File: src/rtl/spi_adc_i_if.sv
// Signal bundle between the dual-channel SPI ADC reader and its host/ADC pins.
// The slave modport is the reader itself; master is the host side (plus ADC Dout).
interface spi_adc_i_if;
    logic        conv_en;
    logic        diff;
    logic        spi_miso;
    logic        spi_clk;
    logic        spi_csb;
    logic        spi_mosi;
    logic [11:0] sample_out_1;
    logic [11:0] sample_out_2;
    logic        sample_valid;
    logic        sample_chan;

    modport slave (
        input  conv_en, diff, spi_miso,
        output spi_clk, spi_csb, spi_mosi,
        output sample_out_1, sample_out_2, sample_valid, sample_chan
    );

    modport master (
        output conv_en, diff, spi_miso,
        input  spi_clk, spi_csb, spi_mosi,
        input  sample_out_1, sample_out_2, sample_valid, sample_chan
    );
endinterface

File: src/rtl/spi_adc_i.sv
// Dual-channel MCP3202-style SPI ADC reader, alternating ch0/ch1 frames.
// SPI state advances once every 4 clk (tick when clkdiv wraps to 0).
module spi_adc_i (
    input logic         clk,
    input logic         rst,
    spi_adc_i_if.slave  bus
);
    typedef enum logic {S_IDLE, S_FRAME} state_t;

    localparam logic [5:0] CNT_IDLE = 6'd35;

    state_t      r_state, w_state;
    logic [1:0]  r_clkdiv;
    logic [5:0]  r_count, w_count;
    logic        r_diff, w_diff;
    logic        r_fchan, w_fchan;
    logic        r_chan, w_chan;
    logic [11:0] r_shift, w_shift;
    logic [11:0] r_out1, w_out1;
    logic [11:0] r_out2, w_out2;
    logic        r_valid, w_valid;
    logic        r_schan, w_schan;
    logic        r_sclk, w_sclk;
    logic        r_csb, w_csb;
    logic        r_mosi, w_mosi;
    logic        w_tick;

    assign w_tick = (r_clkdiv == 2'd0);

    always_ff @(posedge clk) begin
        if (rst) begin
            r_state  <= S_IDLE;
            r_clkdiv <= '0;
            r_count  <= CNT_IDLE;
            r_diff   <= 1'b0;
            r_fchan  <= 1'b0;
            r_chan   <= 1'b0;
            r_shift  <= '0;
            r_out1   <= 12'h800;
            r_out2   <= 12'h800;
            r_valid  <= 1'b0;
            r_schan  <= 1'b0;
            r_sclk   <= 1'b0;
            r_csb    <= 1'b1;
            r_mosi   <= 1'b0;
        end else begin
            r_state  <= w_state;
            r_clkdiv <= r_clkdiv + 2'd1;
            r_count  <= w_count;
            r_diff   <= w_diff;
            r_fchan  <= w_fchan;
            r_chan   <= w_chan;
            r_shift  <= w_shift;
            r_out1   <= w_out1;
            r_out2   <= w_out2;
            r_valid  <= w_valid;
            r_schan  <= w_schan;
            r_sclk   <= w_sclk;
            r_csb    <= w_csb;
            r_mosi   <= w_mosi;
        end
    end

    always_comb begin
        w_state = r_state;
        w_count = r_count;
        w_diff  = r_diff;
        w_fchan = r_fchan;
        w_chan  = r_chan;
        w_shift = r_shift;
        w_out1  = r_out1;
        w_out2  = r_out2;
        w_valid = 1'b0;
        w_schan = r_schan;
        w_sclk  = r_sclk;
        w_csb   = r_csb;
        w_mosi  = r_mosi;
        if (w_tick) begin
            case (r_state)
                S_IDLE: begin
                    w_sclk = 1'b0;
                    w_csb  = 1'b1;
                    if (bus.conv_en) begin
                        w_diff  = bus.diff;
                        w_fchan = r_chan;
                        w_count = '0;
                        w_state = S_FRAME;
                    end
                end
                S_FRAME: begin
                    w_count = r_count + 6'd1;
                    if (r_count == 6'd34) begin
                        w_sclk  = 1'b0;
                        w_csb   = 1'b1;
                        w_mosi  = 1'b0;
                        if (r_fchan) w_out2 = r_shift;
                        else         w_out1 = r_shift;
                        w_schan = r_fchan;
                        w_valid = 1'b1;
                        w_chan  = ~r_chan;
                        w_count = CNT_IDLE;
                        w_state = S_IDLE;
                    end else if (!r_count[0]) begin
                        w_sclk = 1'b0;
                        w_csb  = 1'b0;
                        // Command bits: start, SGL/DIFF, ODD/SIGN, MSBF, then zeros
                        case (r_count[5:1])
                            5'd0:    w_mosi = 1'b1;
                            5'd1:    w_mosi = ~r_diff;
                            5'd2:    w_mosi = r_fchan;
                            5'd3:    w_mosi = 1'b1;
                            default: w_mosi = 1'b0;
                        endcase
                    end else begin
                        w_sclk = 1'b1;
                        if (r_count >= 6'd11)
                            w_shift = {r_shift[10:0], bus.spi_miso};
                    end
                end
                default: w_state = S_IDLE;
            endcase
        end
    end

    assign bus.spi_clk      = r_sclk;
    assign bus.spi_csb      = r_csb;
    assign bus.spi_mosi     = r_mosi;
    assign bus.sample_out_1 = r_out1;
    assign bus.sample_out_2 = r_out2;
    assign bus.sample_valid = r_valid;
    assign bus.sample_chan  = r_schan;
endmodule

File: src/flat_wrapper.sv
// flat-port wrapper written by rule: the top's interface ports become plain ports
module spi_adc_i_flat 
  (clk, rst, bus_conv_en, bus_diff, bus_spi_miso, bus_spi_clk, bus_spi_csb, bus_spi_mosi, bus_sample_out_1, bus_sample_out_2, bus_sample_valid, bus_sample_chan);
  spi_adc_i_if bus_i ();
  input logic clk;
  input logic rst;
  input wire logic [$bits(bus_i.conv_en)-1:0] bus_conv_en;
  input wire logic [$bits(bus_i.diff)-1:0] bus_diff;
  input wire logic [$bits(bus_i.spi_miso)-1:0] bus_spi_miso;
  output wire logic [$bits(bus_i.spi_clk)-1:0] bus_spi_clk;
  output wire logic [$bits(bus_i.spi_csb)-1:0] bus_spi_csb;
  output wire logic [$bits(bus_i.spi_mosi)-1:0] bus_spi_mosi;
  output wire logic [$bits(bus_i.sample_out_1)-1:0] bus_sample_out_1;
  output wire logic [$bits(bus_i.sample_out_2)-1:0] bus_sample_out_2;
  output wire logic [$bits(bus_i.sample_valid)-1:0] bus_sample_valid;
  output wire logic [$bits(bus_i.sample_chan)-1:0] bus_sample_chan;
  assign bus_i.conv_en = bus_conv_en;
  assign bus_i.diff = bus_diff;
  assign bus_i.spi_miso = bus_spi_miso;
  assign bus_spi_clk = bus_i.spi_clk;
  assign bus_spi_csb = bus_i.spi_csb;
  assign bus_spi_mosi = bus_i.spi_mosi;
  assign bus_sample_out_1 = bus_i.sample_out_1;
  assign bus_sample_out_2 = bus_i.sample_out_2;
  assign bus_sample_valid = bus_i.sample_valid;
  assign bus_sample_chan = bus_i.sample_chan;
  spi_adc_i u_core (.clk(clk), .rst(rst), .bus(bus_i));
endmodule
File: config.mk
export PLATFORM = sky130hd
export DESIGN_NAME = spi_adc_i_flat
export DESIGN_NICKNAME = d
export VERILOG_FILES = /design/src/rtl/spi_adc_i_if.sv /design/src/rtl/spi_adc_i.sv /design/src/flat_wrapper.sv
export SDC_FILE = /design/constraint.sdc
export NUM_CORES = 1
export LEC_CHECK = 0
export CORE_MARGIN = 2
export CORE_UTILIZATION = 49
export CTS_BUF_LIST = sky130_fd_sc_hd__clkbuf_4 sky130_fd_sc_hd__clkbuf_8
export DETAILED_ROUTE_END_ITERATION = 12
export PLACE_DENSITY = 0.86
export SLEW_MARGIN = 0
export SYNTH_ARGS = -nofsm -noshare
export SYNTH_HDL_FRONTEND = slang
export SYNTH_SLANG_ARGS = --single-unit
File: constraint.sdc
create_clock -name clk -period 2.6 [get_ports clk]
set_input_delay 0.39 -clock clk [delete_from_list [all_inputs] [get_ports clk]]
set_output_delay 0.39 -clock clk [all_outputs]
set_load 0.02 [all_outputs]
# Yosys cells after proc, flatten, opt, wreduce, memory -nomap -nowiden
# Index checks and enable logic that the tools add are counted.
# classes
addsub	2
n_lt_le_gt_ge	1
eq_ne	7
muxes	16
bitwise	6
n_reduce_logical	12
# ops
op	n
$mux W6	2
$pmux W6 S2	1
$eq A5 B2 Y1 const B	2
$mux W1	9
$reduce_and A3 Y1	3
$reduce_and A4 Y1	2
$add A6 B1 Y6 const B	1
$eq A6 B6 Y1 const B	1
$ge A6 B4 Y1 const B	1
$not A1 Y1	6
$pmux W1 S2	3
$eq A5 B1 Y1 const B	1
$logic_not A5 Y1	1
$reduce_and A5 Y1	1
$ne A2 B2 Y1 const B	2
$reduce_and A2 Y1	2
$ne A3 B3 Y1 const B	1
$pmux W1 S3	1
$reduce_or A3 Y1	1
$add A2 B1 Y2 const B	1
$logic_not A2 Y1	1
$reduce_or A2 Y1	1
# totals
reg_bits	53
in_bits	5
elab_cells	58

# Depth between registers and ports, before layout
# logic_depth
word_depth	5
mapped_depth	10
ltp_nobuf	6

# Least setup slack after synthesis
# OpenSTA, ideal clock, no wires.
# synth_timing
kind	register to register
startpoint	register u_core.r_clkdiv[0]
endpoint	register u_core.r_out1[10] (netlist: u_core.bus.sample_out_1[10])
t_arrival_ns	1.617
setup_slack_ns	0.856
stages_incl_launch_ff	11
path_buffers	4
synth_period_minus_slack_ns	1.744
path_cell_list	dfxtp_1 -> inv_1 -> ha_1 -> buf_2 -> and2_1 -> clkbuf_1 -> and4b_1 -> buf_4 -> buf_8 -> mux2i_1 -> nor2_1
# synth_via
elab_chain_len	2
# synth_lines
item	line	source
start: declaration	spi_adc_i.sv:13	logic [1:0] r_clkdiv;
start signal: assignment	spi_adc_i.sv:48	r_clkdiv <= r_clkdiv + 2'd1;
$logic_not A2 Y1	spi_adc_i.sv:28	assign w_tick = (r_clkdiv == 2'd0);
$reduce_and A4 Y1 (no source line)	-	
end signal: assignment	spi_adc_i.sv:54	r_out1 <= w_out1;
end: declaration	spi_adc_i.sv:19	logic [11:0] r_out1, w_out1;
# No other way between the ends.
# A chain may end at the register's enable or synchronous reset.

# Worst setup path in the final report
# layout_timing
startpoint	register u_core.r_clkdiv[1]
endpoint	register u_core.r_out1[1] (netlist: u_core.bus.sample_out_1[1])
# Same word-level chain as after synthesis.

==> results.json <==
{
  "worstPathMaxFanout": 13,
  "synth_top_family_by_area": "simple AND/OR/NAND/NOR gates",
  "min_period_over_period_pct": 73.18,
  "outcome": "finished, final reports clean",
  "fin_setup_tns_ps": 0,
  "wl_per_cell_um": 14.47,
  "max_slew_margin_pct": 62.18,
  "post_cts_buffers": 0,
  "postSynthNetCount": 220,
  "hold_class": "reg -> reg",
  "ys_top_cells_by_count": "dfxtp_1, mux2i_1, nor2_1",
  "antenna_found_initial": 0,
  "synth-compound-area-share_pct": 9.759,
  "synth_top_cell_area_share_pct": 49.85,
  "cap_violations": 0,
  "rsz0062_at_grt": "false",
  "synth-adder-area-share_pct": 2.352,
  "synth_top_flop_cell": "dfxtp_1",
  "worst_slack_ps": 697.2,
  "netlist_area_mm2": 0.002128,
  "period_needed_ps": 1903,
  "r2r_start": "u_core.r_clkdiv[1]",
  "area_delta_synth_final_pct": 20.11,
  "muxShareOfSynthArea_pct": 12.70,
  "power_mw": 1.462,
  "cts_tree": "yes",
  "drtAntennaViolNets": 0,
  "clk_latency_ps": 310,
  "cts_resized": 0,
  "setup_viol": 0,
  "hold_violations": 0,
  "clock_skew_ps": 9.860,
  "min-delay-start": "u_core.r_clkdiv[0]",
  "dpl_worst_slack_ps": 721.5,
  "die_h_um": 69.91,
  "syn_area_per_cell_um2": 10.09,
  "worstPathArrival_ps": 2100,
  "gp_congestion": 0.9135,
  "final_nets": 248,
  "yosys.area_share.simple_pct": 19.87,
  "root_buffer": "clkbuf_8",
  "antennaDiodeCount": 0,
  "stdcell_count": 290,
  "start_util_pct": 52.08,
  "rows": 23,
  "worstSetupStartpoint": "u_core.r_clkdiv[1]",
  "max_freq_mhz": 525.6,
  "routed_wl_um": 4195,
  "use_met1_pct": 22.22,
  "async_flop_share_pct": 0,
  "finalMaxSlewViolations": 0,
  "io_buffers": 33,
  "synthCells": 211,
  "p_per_area_mw_per_mm2": 572.0,
  "dp.cells": 282,
  "ctsHoldBuffers": 0,
  "tightest_slew_ps": 561.3,
  "required_ps": 2800,
  "grt_pass1_wl_um": 6989,
  "core_mm2": 0.004086,
  "cts_buffers": 5,
  "finalHoldWorstSlack_ps": 421.7,
  "worst_setup_path_end_kind": "flop",
  "grt_overflow_total": 0,
  "cts_sinks": 53,
  "grt_use_met2_pct": 28.47,
  "viasPerCell": 5.493,
  "synth_warnings": 0,
  "via_count": 1593,
  "cts_buffer_depth": 2,
  "grt.busiest_layer": "met2",
  "die_area_mm2": 0.004887,
  "drtIter0Drc": 184,
  "drive_gt1_share_pct": 6.250,
  "irDropWorstVdd_mv": 0.3275,
  "p_leak_nw": 0.9106,
  "yosysMostFrequentCell": "dfxtp_1",
  "synth_top_area_cell": "dfxtp_1",
  "yosysUniqueCellTypes": 37,
  "synth-xor-area-share_pct": 0.4115,
  "cp-start-kind": "flop",
  "clk_pin_slew_ps": 100,
  "use_met3_pct": 4.473,
  "grt_usage_pct": 17.55,
  "synth_edf_count": 0,
  "dieWidth_um": 69.91,
  "ys_ff_latch": 53,
  "boundaryPins": 34,
  "grt_max_degree": 57,
  "setup.worst_path.class": "reg -> reg",
  "drt_pass1_iterations": 4,
  "dp_hpwl_um": 2805,
  "synth-seq-area-share_pct": 49.85,
  "grt_pass1_vias": 1514,
  "synth_top_cells_by_area": "dfxtp_1, mux2i_1, nand2b_1",
  "htree_levels": 2,
  "drc": 0
}
==> cell usage in the layout, fill, tap and decap left out, types with 3 or more instances in the layout <==
| master | instances |
|---|---|
| inv_1 | 5 |
| nand2_1 | 8 |
| dfxtp_1 | 53 |
| a21oi_1 | 6 |
| nor2_1 | 22 |
| mux2i_1 | 27 |
| o21ai_0 | 11 |
| clkdlybuf4s50_1 | 33 |
| o21ai_1 | 3 |
| clkbuf_8 | 5 |
| nand2b_1 | 15 |
| nor3_1 | 3 |
| ha_1 | 4 |
| buf_4 | 4 |
| nand4_1 | 3 |
| nand3b_1 | 11 |
==> layer usage <==
layer / routed length (um) / share of wire (%) / vias up
met2: 1972 / 47 / 57
met3: 263 / 6.3 / 8
met4: 57 / 1.4 / 0
met1: 1902 / 45 / 741
li1: - / - / 787
met5: 0 / 0 / -
==> critical path, cell delays in order (launching register included) <==
cell,delay [ps]
dfxtp_1,320
inv_1,60
ha_1,340
and2_1,330
and4b_1,230
buf_4,240
mux2i_1,220
nor2_1,50
==> path summary, 6_finish.rpt <==
kind | cells past startpoint | endpoint | slack (ps)
setup reg to reg | 7 | u_core.bus.sample_out_1[1] | 700
hold / removal | 1 | u_core.r_clkdiv[0] | 420
setup / recovery | 7 | u_core.bus.sample_out_1[1] | 700
hold reg to reg | 1 | u_core.r_clkdiv[0] | 420
==> registers in the layout, indices dropped and copies added, names as in the netlist <==
signal / cells
u_core.bus.sample_out_1: 12
u_core.bus.sample_out_2: 12
u_core.r_shift: 12
u_core.r_count: 6
u_core.r_clkdiv: 2
u_core.bus.sample_chan: 1
u_core.bus.sample_valid: 1
u_core.bus.spi_clk: 1
u_core.bus.spi_csb: 1
u_core.bus.spi_mosi: 1
u_core.r_chan: 1
u_core.r_diff: 1
u_core.r_fchan: 1
u_core.r_state: 1
==> per-stage QoR <==
step	utilization, %	instance area, um^2
global placement	60.26	2462
finish	62.55	2556
CTS	62.55	2556
detailed placement	60.26	2462
global route	62.55	2556
floorplan	-	2128
==> cells by family (layout without fill, tap and decap cells) <==
kind of cell,after synthesis,count (layout)
DFF,53,53
xor gates and xnor gates,1,1
buffers and inverters,21,50
muxes,27,27
and+or+nand+nor,72,72
adders and majority gates,4,4
AOI/OAI and AO/OA,33,33
==> report_power, final <==
group / total, mW / internal (mW) / switching [mW] / leakage, nW
clock: 0.480 / 0.197 / 0.283 / 0.0452
sequential: 0.849 / 0.827 / 0.0211 / 0.429
combinational: 0.134 / 0.0603 / 0.0733 / 0.437
==> cell type report <==
class,instances,area (um^2)
inverters,5,18.77
well taps,50,62.56
flip-flops and latches,53,1061
clock buffers,5,68.82
repair buffers,37,360.3
multi-input cells,137,959.7
clock inverters,3,25.02
fillers,346,1530
No activity file was read; power rests on OpenSTA's default activity.
